[src/rtl/melody_player.sv]
// melody_player: plays one of four stored 5-note melodies as timed (nota, tom) symbols with ok/fim strobes
module melody_player #(
  parameter int NOTE_CYCLES = 4,
  parameter int GAP_CYCLES  = 1
) (
  input  logic       clk,
  input  logic       reset,
  input  logic       start,
  input  logic [1:0] tipo,
  input  logic       abort,
  input  logic       hold,
  output logic [2:0] nota,
  output logic       tom,
  output logic       ok,
  output logic       fim,
  output logic       busy
);
  localparam int TMAX = NOTE_CYCLES > GAP_CYCLES ? NOTE_CYCLES : GAP_CYCLES;
  localparam int TW = $clog2(TMAX + 1);
  typedef enum logic [1:0] {IDLE, NOTE, GAP, DONE} state_t;
  state_t state_q, state_d;
  logic [TW-1:0] timer_q, timer_d;
  logic [2:0] idx_q, idx_d, nota_q, nota_d;
  logic [1:0] tipo_q, tipo_d;
  logic tom_q, tom_d, ok_q, ok_d, fim_q, fim_d, busy_q, busy_d;
  logic [3:0] first_note, next_note;
  // each row packs five 3-bit notes, index 0 in the low bits; only tipo 3 uses sharps
  function automatic logic [3:0] rom(input logic [1:0] t, input logic [2:0] i);
    logic [14:0] r;
    r = t == 2'd0 ? 15'b000_010_100_010_000 :
        t == 2'd1 ? 15'b000_100_101_100_100 :
        t == 2'd2 ? 15'b010_011_100_101_110 : 15'b110_101_011_001_000;
    return {t == 2'd3 && (i == 3'd1 || i == 3'd3), r[3*i +: 3]};
  endfunction
  assign first_note = rom(tipo, 3'd0);
  assign next_note  = rom(tipo_q, idx_q + 3'd1);
  always_comb begin
    state_d = state_q;
    timer_d = timer_q;
    idx_d   = idx_q;
    tipo_d  = tipo_q;
    nota_d  = nota_q;
    tom_d   = tom_q;
    ok_d    = 1'b0;
    fim_d   = 1'b0;
    busy_d  = busy_q;
    if (abort) begin
      state_d = IDLE;
      timer_d = '0;
      idx_d   = '0;
      nota_d  = 3'd7;
      tom_d   = 1'b0;
      busy_d  = 1'b0;
    end else if (!hold) begin
      case (state_q)
        IDLE: if (start) begin
          state_d = NOTE;
          tipo_d  = tipo;
          timer_d = TW'(1);
          idx_d   = '0;
          {tom_d, nota_d} = first_note;
          ok_d    = 1'b1;
          busy_d  = 1'b1;
        end
        NOTE: if (timer_q < TW'(NOTE_CYCLES)) timer_d = timer_q + TW'(1);
        else if (idx_q == 3'd4) begin
          state_d = DONE;
          nota_d  = 3'd7;
          tom_d   = 1'b0;
          fim_d   = 1'b1;
        end else if (GAP_CYCLES == 0) begin
          idx_d   = idx_q + 3'd1;
          timer_d = TW'(1);
          {tom_d, nota_d} = next_note;
          ok_d    = 1'b1;
        end else begin
          state_d = GAP;
          timer_d = TW'(1);
          nota_d  = 3'd7;
          tom_d   = 1'b0;
        end
        GAP: if (timer_q < TW'(GAP_CYCLES)) timer_d = timer_q + TW'(1);
        else begin
          state_d = NOTE;
          idx_d   = idx_q + 3'd1;
          timer_d = TW'(1);
          {tom_d, nota_d} = next_note;
          ok_d    = 1'b1;
        end
        DONE: begin
          state_d = IDLE;
          timer_d = '0;
          idx_d   = '0;
          busy_d  = 1'b0;
        end
        default: state_d = IDLE;
      endcase
    end
  end
  always_ff @(posedge clk) begin
    if (reset) begin
      state_q <= IDLE;
      timer_q <= '0;
      idx_q   <= '0;
      tipo_q  <= '0;
      nota_q  <= 3'd7;
      tom_q   <= 1'b0;
      ok_q    <= 1'b0;
      fim_q   <= 1'b0;
      busy_q  <= 1'b0;
    end else begin
      state_q <= state_d;
      timer_q <= timer_d;
      idx_q   <= idx_d;
      tipo_q  <= tipo_d;
      nota_q  <= nota_d;
      tom_q   <= tom_d;
      ok_q    <= ok_d;
      fim_q   <= fim_d;
      busy_q  <= busy_d;
    end
  end
  assign nota = nota_q;
  assign tom  = tom_q;
  assign ok   = ok_q;
  assign fim  = fim_q;
  assign busy = busy_q;
endmodule

[config.mk]
export PLATFORM = sky130hd
export DESIGN_NAME = melody_player
export DESIGN_NICKNAME = d
export VERILOG_FILES = /design/src/rtl/melody_player.sv
export SDC_FILE = /design/constraint.sdc
export NUM_CORES = 1
export LEC_CHECK = 0
export ABC_AREA = 1
export CAP_MARGIN = 20
export CORE_MARGIN = 2
export CORE_UTILIZATION = 38
export DETAILED_ROUTE_END_ITERATION = 7
export DONT_BUFFER_PORTS = 1
export GPL_TIMING_DRIVEN = 1
export PLACE_DENSITY = 0.53
export SETUP_SLACK_MARGIN = 0.2
export SLEW_MARGIN = 5
export SYNTH_ARGS = -nofsm -noshare
export SYNTH_HDL_FRONTEND = slang
export SYNTH_SLANG_ARGS = --single-unit
export TNS_END_PERCENT = 30
[constraint.sdc]
create_clock -name clk -period 1.8 [get_ports clk]
set_input_delay 0.18 -clock clk [delete_from_list [all_inputs] [get_ports clk]]
set_output_delay 0.18 -clock clk [all_outputs]
set_load 0.005 [all_outputs]
==> reports/summary.txt, run 1 <==
sequential fraction of the synthesis area: 27.7%
vias in the first global route: 988
Post-Syn Instances: 181
max-slew violations: 0
core area: 3050 um^2
Power, Total: 0.780 mW
CTS tree: built
Pleak: 0.595 nW
Worst Path Max Fanout: 5
Die X: 60.8 um
status: complete, no violations
CP Class: flip-flop to flip-flop
CP startpoint kind: flip-flop
max_cap viols: 0
GPL Wtd Cong: 0.879
Worst-Margin Slew: 0.338 ns
share of cells above drive strength 1: 12.9%
fin util: 43.6%
critical-path cell list: inv_1 -> ha_1 -> a21oi_4 -> nand3_2 -> inv_2 -> nand2_1 -> nand2_1 -> nor2_1
unrepaired setup endpoints after global routing: true
Area Overhead vs Synth: 8.36%
sequential cell area: 343 um^2
Slowest-stage cell, CP: dfxtp_2
Skew-Pair Late Insertion Delay: 0.30 ns
Hold WC Path Type: input port to flip-flop
final setup fails: 0
syn avg cell area: 6.78 um^2
final setup TNS: 0 ns
port buffer count: 0
CTS sink cnt: 17
All-Layer GR Usage: 16.4%
Net Count, Synth: 206
CP endpoint kind: flip-flop
clock skew: 0.00124 ns
Distinct cells, synth: 20
Vias/cell: 4.75
total grt overflow: 0
Peak Freq: 677 MHz
initial antenna violation count: 0
Worst path max stage delay: 0.37 ns
number of synthesized register bits: 17
Filler cells: 331
HPWL Detailed: 2110 um
Final Hold Viols: 0
1st-pass router iterations: 5
nets@finish: 212
DRT iter0 DRCs: 26
Post-DRT Antenna Nets: 0
Yosys top cell area share: 27.7%
final worst path period share: 82.1%
DRC: 0
Num CTS Buffers: 3
Setup Fix Bufs, Post-CTS: 0
top cells by area, synth: dfxtp_1 28%, ha_1 18%, nand2_1 15%
CTS Buffer Depth: 2
Warnings, synthesis: 0
root buffer cell: clkbuf_4
clock-pin slew on the worst setup and hold paths: 0.11 ns
Multi-input gate area: 793 um^2
post-detailed-routing wire length: 2630 um
largest net degree at the start of global routing: 11
dominant cell type by area after synthesis: dfxtp_1
Hold Slack: 0.0378 ns
first-pass GRT wire length: 4530 um
DIE AREA: 3700 um^2
Slew Limit Headroom: 77.4%
CP dominant cell by count: nand2_1
num rows: 20
Die Ht: 60.8 um
Max VDD drop: 0.284 mV
min Tclk post-route: 1.48 ns
mapped cell area: 1230 um^2
Initial Utilization: 40.2%
Power Dens Cells: 587 nW/um^2
wire per inst: 11.4 um
IO Pins: 14
Vias: 1,093
Worst Path Arrival: 1.68 ns
WP data required: 2.00 ns
H-tree depth: 1
antenna diode instance count: 0
==> repair_timing <==
action	in CTS	in global routing
gates resized for setup	0	4
endpoints found under the hold margin	2	0
hold buffers	1	0
endpoints found under the setup margin	0	9
==> layout by cell type, fill, tap and decap left out, types with 2 or more instances in the layout <==
cell type	synthesis	layout
nand2_1	50	50
nor2_1	27	26
inv_1	20	20
ha_1	18	17
dfxtp_1	17	15
a21oi_1	12	12
nand3_1	12	12
inv_2	5	5
nor2_2	4	5
clkbuf_4	0	3
nand2_2	2	2
o21a_1	2	2
a211oi_1	2	2
o21ai_0	2	2
nand3_2	2	2
dfxtp_2	0	2
==> cells by family (layout without fill, tap and decap cells) <==
logic type / count (synthesis) / count (layout) / synth area share (%)
and+or+nand+nor: 99 / 99 / 35.4
buffers and inverters: 26 / 31 / 8.05
AOI/OAI and AO/OA: 21 / 21 / 10.5
adders and majority gates: 18 / 18 / 18.3
DFF: 17 / 17 / 27.7
==> registers in the layout, summed over array words and instances (netlist names) <==
name and count:
idx_q 3, tipo_q 2, timer_q 3, nota 3, ok 1, fim 1
busy 1, state_q 2, tom 1
==> per-stage QoR <==
step | cell area [um^2] | cells | worst slack [ns]
floorplan | 1230 | 181 | 0.349
global placement | 1280 | 225 | 0.345
detailed placement | 1280 | 225 | 0.285
CTS | 1320 | 230 | 0.269
global route | 1330 | 230 | 0.186
finish | 1330 | 230 | 0.322
==> cell type report <==
type	count	share of cell area (%)
flip-flops and latches	17	25.8
multi-input cells	138	59.6
clock inverters	1	0.376
repair buffers	2	1.32
clock buffers	3	1.69
well taps	44	4.14
inverters	25	7.06
==> final timing paths <==
check | startpoint | to | slack (ns) | depth (start not counted)
max | state_q[0]$_SDFFE_PP0P_ | idx_q[1]$_SDFFE_PP0P_ | 0.32 | 8
min | start | ok$_SDFF_PP0_ | 0.04 | 2
max reg2reg | state_q[0]$_SDFFE_PP0P_ | idx_q[1]$_SDFFE_PP0P_ | 0.32 | 8
min reg2reg | nota[0]$_SDFFE_PP1P_ | nota[0]$_SDFFE_PP1P_ | 0.51 | 2
==> Yosys cell counts, drive strengths merged <==
cell,n
o21ai,3
nor2,31
buf,1
nand2,52
a21oi,13
a211oi,2
o21a,2
a21boi,1
nand3,14
nand4,2
inv,25
ha,18
dfxtp,17
==> layer usage <==
metal	wire (um)	part of all wire, %	track usage [%]
met5	0	0	0
met2	1170	44	25.2
met3	145	5.5	3.84
met1	1290	49	22.3
met4	25	0.95	6.52
==> critical path, delay by kind of cell (launching register included) <==
| kind | cells | cell delay [ns] |
|---|---|---|
| compound gates | 1 | 0.25 |
| flops | 1 | 0.37 |
| simple gates | 4 | 0.28 |
| buf+inv | 2 | 0.19 |
| fa+ha+maj | 1 | 0.28 |
==> where the power goes <==
part           internal, mW  total (mW)  switching (mW)
registers             0.390       0.403          0.0122
clock network        0.0829       0.219           0.136
logic                0.0560       0.158           0.102
Note: power is estimated with default switching activity, not from simulation.
==> run 2, diff against run 1 <==
==> constraint.sdc (replaced) <==
create_clock -name clk -period 1.4 [get_ports clk]
set_input_delay 0.14 -clock clk [delete_from_list [all_inputs] [get_ports clk]]
set_output_delay 0.14 -clock clk [all_outputs]
set_load 0.005 [all_outputs]
==> run 2 against run 1 <==
  * Sequential share of layout area is 3.5 points lower
  * Die area stayed put
  * First-iteration DRC count is 31% higher
  * Flip-flop and latch count stayed put
  * Power is 38% higher
==> reports/summary.txt, run 2 (synthesis results as in run 1) <==
CTS Buffer Depth: 2 (unchanged)
CTS tree: built (unchanged)
Hold Slack: 0.00539 ns (was 0.0378 ns)
vias in the first global route: 1,114 (was 988)
Num CTS Buffers: 3 (unchanged)
Routed met3 length: 163 um (was 145 um)
Worst path max stage delay: 0.39 ns (was 0.37 ns)
Peak Freq: 733 MHz (was 677 MHz)
WP data required: 1.60 ns (was 2.00 ns)
largest net degree at the start of global routing: 11 (unchanged)
Post-DRT Antenna Nets: 0 (unchanged)
final worst path period share: 97.5% (was 82.1%)
antenna diode instance count: 0 (unchanged)
Worst Reg-to-Reg Cells: 7 (was 8)
Min-Delay Endpoint: tipo_q[1]$_SDFFE_PP0P_ (was ok$_SDFF_PP0_)
max_cap viols: 0 (unchanged)
share of cells above drive strength 1: 32.0% (was 12.9%)
wire per inst: 12.1 um (was 11.4 um)
wire length on met2: 1380 um (was 1170 um)
GPL Wtd Cong: 0.809 (was 0.879)
critical-path cell list: inv_4 -> ha_4 -> a21oi_4 -> nand3_4 -> buf_4 -> nand2_1 -> a21oi_1 (was inv_1 -> ha_1 -> a21oi_4 -> nand3_2 -> inv_2 -> nand2_1 -> nand2_1 -> nor2_1)
post-detailed-routing wire length: 2940 um (was 2630 um)
root buffer cell: clkbuf_4 (unchanged)
most frequent cells in the layout: 47 x nand2_1, 22 x nor2_1, 13 x inv_1, 13 x ha_1, 12 x buf_4 (was 50 x nand2_1, 26 x nor2_1, 20 x inv_1)
min Tclk post-route: 1.36 ns (was 1.48 ns)
Power Dens Cells: 676 nW/um^2 (was 587 nW/um^2)
CTS sink cnt: 17 (unchanged)
initial antenna violation count: 0 (unchanged)
commonest non-fill, non-tap cell in the layout: nand2_1 (unchanged)
Final Hold Viols: 0 (unchanged)
core area: 3050 um^2 (unchanged)
final setup TNS: 0 ns (unchanged)
DP Area: 1340 um^2 (was 1280 um^2)
Worst Path Max Fanout: 4 (was 5)
Hold WC Path Type: input port to flip-flop (unchanged)
Die X: 60.8 um (unchanged)
final setup fails: 0 (unchanged)
first-pass GRT wire length: 4770 um (was 4530 um)
reg2reg end: state_q[1]$_SDFFE_PP0P_ (was idx_q[1]$_SDFFE_PP0P_)
Reg2Reg Setup Slack: 0.04 ns (was 0.32 ns)
CP endpoint kind: flip-flop (unchanged)
Die Ht: 60.8 um (unchanged)
clock skew: 0.00652 ns (was 0.00124 ns)
clock-pin slew on the worst setup and hold paths: 0.11 ns (about the same)
num rows: 20 (unchanged)
All-Layer GR Usage: 17.4% (was 16.4%)
Worst Path Arrival: 1.56 ns (was 1.68 ns)
H-tree depth: 1 (unchanged)
Initial Utilization: 40.2% (unchanged)
Area Overhead vs Synth: 29.8% (was 8.36%)
fin util: 52.2% (was 43.6%)
fin area: 1590 um^2 (was 1330 um^2)
met1 WL: 1340 um (was 1290 um)
DR top layer: met4 (unchanged)
Hold Crit Start: tipo[1] (was start)
Multi-input gate area: 912 um^2 (was 793 um^2)
HPWL Detailed: 2120 um (was 2110 um)
CP startpoint kind: flip-flop (unchanged)
Vias/cell: 4.74 (was 4.75)
total grt overflow: 0 (unchanged)
DRC: 0 (unchanged)
unrepaired setup endpoints after global routing: true (unchanged)
Skew-Pair Late Insertion Delay: 0.30 ns (about the same)
sequential cell area: 355 um^2 (was 343 um^2)
IO Pins: 14 (unchanged)
DRT iter0 DRCs: 34 (was 26)
Vias: 1,157 (was 1,093)
port buffer count: 0 (unchanged)
hold depth: 2 (unchanged)
1st-pass router iterations: 4 (was 5)
DIE AREA: 3700 um^2 (unchanged)
r2r startpoint: state_q[1]$_SDFFE_PP0P_ (was state_q[0]$_SDFFE_PP0P_)
nets@finish: 226 (was 212)
Max VDD drop: 0.439 mV (was 0.284 mV)
Slew Limit Headroom: 80.7% (was 77.4%)
Pleak: 0.677 nW (was 0.595 nW)
Slowest-stage cell, CP: dfxtp_4 (was dfxtp_2)
max-slew violations: 0 (unchanged)
Filler cells: 323 (was 331)
status: complete, no violations (unchanged)
Worst-Margin Slew: 0.290 ns (was 0.338 ns)
CP Class: flip-flop to flip-flop (unchanged)
## run 2: changes by cell type in the layout (fill, tap and decap cells not counted), sizes merged
cell	delta
dlygate4sd3	+2
buf	+12
## run 2: cell type report
cell class / instances / area share (%)
Multi-Input combinational cell: 138 / 57.3
Sequential cell: 17 / 22.3
Timing Repair Buffer: 16 / 8.25
Inverter: 25 / 6.99
Tap cell: 44 / 3.46
Clock buffer: 3 / 1.41
Clock inverter: 1 / 0.314
## run 2: routing by layer
metal | global-route usage [%] | up-vias
li1 | - | 612
met1 | 23.0 | 510
met2 | 28.9 | 29
met3 | 3.41 | 6
met4 | 4.66 | 0
met5 | 0 | -
## run 2: worst max path at each step
| stage | cells after the start | end | start | slack (ns) |
|---|---|---|---|---|
| floorplan | 10 | nota[2]$_SDFFE_PP1P_ | idx_q[0]$_SDFFE_PP0P_ | 0.17 |
| global placement | 6 | timer_q[1]$_SDFFE_PP0P_ | state_q[0]$_SDFFE_PP0P_ | 0.04 |
| detailed placement | 6 | timer_q[1]$_SDFFE_PP0P_ | state_q[0]$_SDFFE_PP0P_ | 0.03 |
| CTS | 7 | timer_q[1]$_SDFFE_PP0P_ | state_q[1]$_SDFFE_PP0P_ | 0.06 |
| global route | 8 | idx_q[1]$_SDFFE_PP0P_ | state_q[0]$_SDFFE_PP0P_ | -0.04 |
| finish | 7 | state_q[1]$_SDFFE_PP0P_ | state_q[1]$_SDFFE_PP0P_ | 0.04 |
## run 2: per-stage QoR
stage               setup slack, ns  instances  total power, mW
floorplan                     0.167        181            0.700
global placement             0.0368        227            0.748
detailed placement           0.0260        227            0.748
CTS                          0.0611        239             1.05
global route                -0.0448        244             1.14
finish                       0.0353        244             1.08
## run 2: critical path: cells and delay by family (launching register included)
family | cells | cell delay, ns
AOI/OAI and AO/OA | 2 | 0.30
and+or+nand+nor | 2 | 0.20
DFF | 1 | 0.39
buffers and inverters | 2 | 0.21
adders and majority gates | 1 | 0.16
## run 2: repair_timing
item | CTS | global route
endpoints found under the hold margin | 3 | 1
setup endpoints to repair | 13 | 15
gates resized for setup | 15 | 25
gates cloned | 0 | 0
pin swaps | 2 | 15
hold buffers | 2 | 1
buffers inserted | 6 | 4
## run 2: report_power, final
part | switching, mW | internal, mW | total, mW
clock | 0.170 | 0.106 | 0.276
combinational | 0.161 | 0.121 | 0.282
sequential | 0.0200 | 0.499 | 0.519
